File: src/rtl/pipe_ctrl_pkg.sv
// Shared encodings for the decode-stage pipeline sequencer.
package pipe_ctrl_pkg;

  // Sequencer FSM state encodings
  localparam logic [1:0] PCTRL_IDLE  = 2'd0;
  localparam logic [1:0] PCTRL_DIV   = 2'd1;
  localparam logic [1:0] PCTRL_FLUSH = 2'd2;

  // Load opcode; id uses it to produce id_is_load_i upstream of this block
  localparam logic [6:0] INST_TYPE_I_L = 7'b0000011;

  // x0 is hardwired zero, so address 0 never names a real producer/consumer
  function automatic logic reg_used(input logic [4:0] addr);
    return addr != 5'd0;
  endfunction

endpackage

File: src/rtl/pipe_ctrl_scoreboard.sv
// Per-register pending-load scoreboard with two combinational read ports.
module pctrl_scoreboard #(
  parameter int REG_NUM = 32
) (
  input  logic       clk,
  input  logic       rst,
  input  logic       set_i,
  input  logic [4:0] set_addr_i,
  input  logic       clr_i,
  input  logic [4:0] clr_addr_i,
  input  logic [4:0] rs1_addr_i,
  input  logic [4:0] rs2_addr_i,
  output logic       rs1_busy_o,
  output logic       rs2_busy_o
);

  logic [REG_NUM-1:0] sb_q, sb_d;

  // Next scoreboard: clear on load writeback, then set on load issue so a same-cycle set wins
  always_comb begin
    sb_d = sb_q;
    for (int i = 1; i < REG_NUM; i++) begin
      if (clr_i && (clr_addr_i == 5'(i))) sb_d[i] = 1'b0;
      if (set_i && (set_addr_i == 5'(i))) sb_d[i] = 1'b1;
    end
    sb_d[0] = 1'b0;
  end

  // Scoreboard register
  always_ff @(posedge clk) begin
    if (rst) sb_q <= '0;
    else     sb_q <= sb_d;
  end

  assign rs1_busy_o = sb_q[rs1_addr_i];
  assign rs2_busy_o = sb_q[rs2_addr_i];

endmodule

File: src/rtl/pipe_ctrl.sv
// Decode-stage pipeline sequencer: load-use and divide stalls, jump flush and PC redirect.
module pipe_ctrl
  import pipe_ctrl_pkg::*;
#(
  parameter int REG_NUM      = 32,
  parameter int FLUSH_CYCLES = 2
) (
  input  logic        clk,
  input  logic        rst,
  input  logic        id_valid_i,
  input  logic [4:0]  id_rs1_addr_i,
  input  logic [4:0]  id_rs2_addr_i,
  input  logic [4:0]  id_rd_addr_i,
  input  logic        id_is_load_i,
  input  logic        ex_jump_i,
  input  logic [31:0] ex_jump_addr_i,
  input  logic        ex_div_start_i,
  input  logic        ex_div_done_i,
  input  logic        wb_load_we_i,
  input  logic [4:0]  wb_rd_addr_i,
  output logic        stall_pc_o,
  output logic        stall_if_id_o,
  output logic        bubble_id_ex_o,
  output logic        flush_o,
  output logic        jump_o,
  output logic [31:0] jump_addr_o
);

  // The jump cycle itself is the first flush cycle, so the counter covers the remainder.
  // With a single flush cycle the FSM never leaves IDLE.
  localparam logic [2:0] FLUSH_INIT = 3'(FLUSH_CYCLES - 1);
  localparam logic [1:0] JUMP_NEXT  = (FLUSH_CYCLES > 1) ? PCTRL_FLUSH : PCTRL_IDLE;

  logic [1:0] state_q, state_d;
  logic [2:0] cnt_q, cnt_d;
  logic       take_jump, flush, div_stall, load_use, stall;
  logic       rs1_busy, rs2_busy, sb_set;

  pctrl_scoreboard #(.REG_NUM(REG_NUM)) u_sb (
    .clk        (clk),
    .rst        (rst),
    .set_i      (sb_set),
    .set_addr_i (id_rd_addr_i),
    .clr_i      (wb_load_we_i),
    .clr_addr_i (wb_rd_addr_i),
    .rs1_addr_i (id_rs1_addr_i),
    .rs2_addr_i (id_rs2_addr_i),
    .rs1_busy_o (rs1_busy),
    .rs2_busy_o (rs2_busy)
  );

  // Hazard detection and output priority: jump/flush over divide over load-use
  always_comb begin
    take_jump = ~rst & (state_q == PCTRL_IDLE) & ex_jump_i;
    flush     = ~rst & (take_jump | (state_q == PCTRL_FLUSH));
    div_stall = ((state_q == PCTRL_IDLE) & ex_div_start_i | (state_q == PCTRL_DIV))
                & ~ex_div_done_i;
    load_use  = id_valid_i & ((reg_used(id_rs1_addr_i) & rs1_busy) |
                              (reg_used(id_rs2_addr_i) & rs2_busy));
    stall     = ~rst & ~flush & (div_stall | load_use);
    sb_set    = id_valid_i & id_is_load_i & reg_used(id_rd_addr_i) & ~stall & ~flush;
  end

  assign stall_pc_o     = stall;
  assign stall_if_id_o  = stall;
  assign bubble_id_ex_o = stall;
  assign flush_o        = flush;
  assign jump_o         = take_jump;
  assign jump_addr_o    = take_jump ? ex_jump_addr_i : 32'd0;

  // FSM next state; FLUSH exits when the decremented count reaches zero
  always_comb begin
    state_d = state_q;
    cnt_d   = cnt_q;
    case (state_q)
      PCTRL_IDLE: begin
        if (ex_jump_i) begin
          state_d = JUMP_NEXT;
          cnt_d   = FLUSH_INIT;
        end else if (ex_div_start_i && !ex_div_done_i) begin
          state_d = PCTRL_DIV;
        end
      end
      PCTRL_DIV: begin
        if (ex_div_done_i) state_d = PCTRL_IDLE;
      end
      PCTRL_FLUSH: begin
        cnt_d = cnt_q - 3'd1;
        if (cnt_q <= 3'd1) state_d = PCTRL_IDLE;
      end
      default: state_d = PCTRL_IDLE;
    endcase
  end

  // FSM and flush counter registers
  always_ff @(posedge clk) begin
    if (rst) begin
      state_q <= PCTRL_IDLE;
      cnt_q   <= 3'd0;
    end else begin
      state_q <= state_d;
      cnt_q   <= cnt_d;
    end
  end

endmodule

File: config.mk
export PLATFORM = sky130hd
export DESIGN_NAME = pipe_ctrl
export DESIGN_NICKNAME = d
export VERILOG_FILES = /design/src/rtl/pipe_ctrl_pkg.sv /design/src/rtl/pipe_ctrl_scoreboard.sv /design/src/rtl/pipe_ctrl.sv
export SDC_FILE = /design/constraint.sdc
export NUM_CORES = 1
export LEC_CHECK = 0
export ABC_AREA = 0
export CORE_ASPECT_RATIO = 1.25
export CORE_MARGIN = 5
export CORE_UTILIZATION = 39
export CTS_CLUSTER_DIAMETER = 50
export CTS_CLUSTER_SIZE = 16
export DETAILED_ROUTE_END_ITERATION = 8
export GPL_TIMING_DRIVEN = 0
export HOLD_SLACK_MARGIN = 0.06
export PLACE_DENSITY = 0.8
export SLEW_MARGIN = 20
export SYNTH_ARGS = -nofsm -noshare
export SYNTH_HDL_FRONTEND = slang
export SYNTH_HIERARCHICAL = 1
export SYNTH_SLANG_ARGS = --single-unit
File: constraint.sdc
create_clock -name clk -period 2.65 [get_ports clk]
set_clock_uncertainty 0.15 [all_clocks]
set_input_delay 0.3975 -clock clk [delete_from_list [all_inputs] [get_ports clk]]
set_output_delay 0.3975 -clock clk [all_outputs]
set_load 0.01 [all_outputs]
==> flow_summary.json <==
{
  "rsz0062_at_grt": "yes",
  "cts.sinks": 36,
  "cp_top_family": "multiplexers",
  "synth_ff_type": "dfxtp_1",
  "final_cell_mix": "clkdlybuf4s50_1 (57), a21oi_1 (40), nand2_1 (38)",
  "hold_viol_final": 0,
  "die_area_um2": 7790,
  "endpoint_kind": "primary output",
  "grt_use_total": 0.226,
  "via_per_inst": 5.65,
  "synth_cells": 312,
  "first_pass_iters": 4,
  "pwr-share-comb": 0.279,
  "cts_max_path_buffers": 2,
  "grt_pass1_vias": 2858,
  "num-nets-final": 487,
  "rows": 31,
  "start_util": 0.407,
  "cts_tree": "built",
  "ys_seq_area_frac": 0.302,
  "num_vias": 2871,
  "insertedDiodeCount": 0,
  "worstRegToRegCells": 11,
  "fin_tns_setup_ns": -0.136,
  "dp_hpwl_um": 6660,
  "grt-ovfl-total": 0,
  "grt_pass1_wl_um": 13900,
  "h-tree-depth": 2,
  "port_buffers": 96,
  "required_ns": 2.10,
  "path_max_fanout": 3,
  "r2r-start": "u_sb/sb_q[23]",
  "critPathKind": "flop to primary output",
  "worstHoldStart": "u_sb/sb_q[6]",
  "root_buffer": "clkbuf_8",
  "tightestPinTransition_ns": 0.472,
  "place_congestion": 0.944,
  "hold_end": "u_sb/sb_q[6]",
  "p_int_uw": 939,
  "status": "finished with violations",
  "die-height_um": 97.4,
  "slew_headroom": 0.684,
  "clk_latency_ns": 0.30,
  "grt_antenna_before_repair": 0,
  "ys_ff_latch": 36,
  "grt_max_degree": 13,
  "setup_viol": 2,
  "dpl_cell_area_um2": 3450,
  "cts.clk_slew.worst_paths_ns": 0.08,
  "leakagePower_uw": 0.00171,
  "violations": "negative setup slack",
  "p_sw_frac": 0.299,
  "die_w_um": 79.9,
  "finalCritPeriodShare": 1.03,
  "slowest_delay_ns": 0.50,
  "layout_setup_ws_ns": -0.0681,
  "syn_area_per_cell_um2": 7.64,
  "arrival_ns": 2.17,
  "hp-class": "flop to flop",
  "boundaryPins": 97,
  "power-per-cell-area_nw_per_um2": 349,
  "drtIter0Drc": 145,
  "crit_slowest_cell": "mux4_2",
  "synth_cell_types": 33,
  "ant_nets": 0,
  "setup.worst_path.start_class": "flop",
  "coreArea_um2": 5860,
  "mostFrequentLayoutCell": "clkdlybuf4s50_1",
  "syn2layout_area_growth_pct": 60.7,
  "r2r_end": "u_sb/sb_q[16]",
  "ctsHoldBuffers": 0,
  "clock_power_share": 0.303,
  "switching_power_uw": 400,
  "wire_per_inst_um": 17.6,
  "final_area_um2": 3830,
  "r2r_setup_slack_ns": 0.12,
  "yosys_warnings": 6,
  "drive_above_1_share": 0.160,
  "cap_violations": 0,
  "peakVddDrop_mv": 0.308,
  "max_freq_mhz": 368,
  "syn-cell-area_um2": 2380,
  "crit_chain": "mux4_2 -> nand2b_4 -> o2111ai_2 -> nand4_1 -> o211ai_1 -> o311a_1 -> nor3b_4 -> buf_4 -> buf_6",
  "holdPathStages": 2,
  "synthArstFlopShare": 0,
  "cp_num_buf_inv": 2,
  "cts_buffers": 5,
  "drc_errors": 0,
  "pwr-share-seq": 0.418,
  "wl_um": 8970,
  "maxSlewViolCount": 0,
  "period_needed_ns": 2.72,
  "synth_edf_count": 0,
  "syn_nets": 374
}
## per-layer routing
layer | track usage | vias to the layer above | part of all wire
li1 | - | 1336 | -
met1 | 0.232 | 1343 | 0.37
met2 | 0.398 | 159 | 0.48
met3 | 0.0724 | 33 | 0.11
met4 | 0.114 | 0 | 0.038
met5 | 0 | - | 0
## cells in the mapped netlist, types with 3 or more instances
library cell,n,share of area
and2_1,32,0.084
o21ai_0,31,0.065
mux2i_1,18,0.076
nor2_1,18,0.028
dfxtp_1,36,0.30
nor2b_1,9,0.024
or4_1,3,0.0094
buf_2,5,0.010
a211oi_1,3,0.0094
inv_1,6,0.0094
a21oi_1,40,0.084
nand4_1,3,0.0079
o211ai_1,5,0.016
a22oi_1,5,0.016
mux4_2,6,0.057
nand3_1,12,0.025
nor3_1,4,0.0084
clkbuf_1,11,0.017
nand2b_1,9,0.024
nand2_1,39,0.061
## worst max path at each step
| stage | startpoint | end | slack (ns) | depth (start not counted) |
|---|---|---|---|---|
| finish | u_sb/sb_q[23] | stall_if_id_o | -0.07 | 9 |
| global route | u_sb/sb_q[23] | stall_if_id_o | -0.12 | 9 |
| CTS | u_sb/sb_q[23] | stall_pc_o | -0.06 | 9 |
| detailed placement | id_rs2_addr_i[1] | stall_pc_o | -1.29 | 11 |
| global placement | id_rs2_addr_i[1] | stall_pc_o | -1.29 | 11 |
| floorplan | id_rs1_addr_i[1] | stall_if_id_o | 0.06 | 9 |
## per-stage QoR
| stage | setup WS [ns] | cells | utilization | hold slack (ns) | power [uW] |
|---|---|---|---|---|---|
| 6_report | -0.0681 | 508 | 0.654 | 0.346 | 1340 |
| 5_1_grt | -0.123 | 508 | 0.654 | 0.376 | 1400 |
| 4_1_cts | -0.0552 | 508 | 0.636 | 0.345 | 1340 |
| 3_5_place_dp | -1.29 | 490 | 0.589 | 0.330 | 907 |
| 3_3_place_gp | -1.29 | 490 | 0.589 | 0.322 | 900 |
| 2_1_floorplan | 0.0572 | 312 | - | 0.307 | 719 |
## worst register-to-register path: stages (launching register included)
cell and delay [ns]:
dfxtp_2 0.34, mux4_2 0.50, nand2b_4 0.16, o2111ai_2 0.07
nand4_1 0.11, o211ai_1 0.13, a31oi_1 0.20, nor2_2 0.17
nand2b_2 0.16, nor2_2 0.23, nand2_1 0.08, a21oi_1 0.16
## registers in the layout, summed over array words and instances, names as in the netlist
name / count
u_sb/sb_q: 31
cnt_q: 3
state_q: 2
## area by class of cell
class | instances | area (um2)
Tap cell | 82 | 103
Timing Repair Buffer | 106 | 1060
Clock inverter | 2 | 16.3
Inverter | 6 | 22.5
Fill cell | 486 | 2030
Sequential cell | 36 | 723
Buffer | 18 | 156
Clock buffer | 6 | 72.6
Multi-Input combinational cell | 252 | 1680
## cells by family after synthesis
group                      count (synthesis)  synth area share
AOI/OAI and AO/OA                         91             0.215
adders and majority gates                  2            0.0105
DFF                                       36             0.302
muxes                                     25             0.137
and+or+nand+nor                          134             0.292
buffers and inverters                     24            0.0436
## timing repair
| item | in CTS | in global routing |
|---|---|---|
| gates resized for setup | 85 | 38 |
| cloned | 3 | 0 |
| endpoints found under the setup margin | 67 | 54 |
| pin swaps | 6 | 2 |
| setup buffers | 7 | 0 |
## power by group through the flow
stage                     clock (uW)  sequential [uW]  combinational (uW)
final                            406              559                 373
after global routing             438              561                 399
after CTS                        411              559                 365
after detailed placement           0              572                 335
after global placement             0              571                 329
after floorplan                    0              569                 150
No activity file was read; power rests on OpenSTA's default activity.
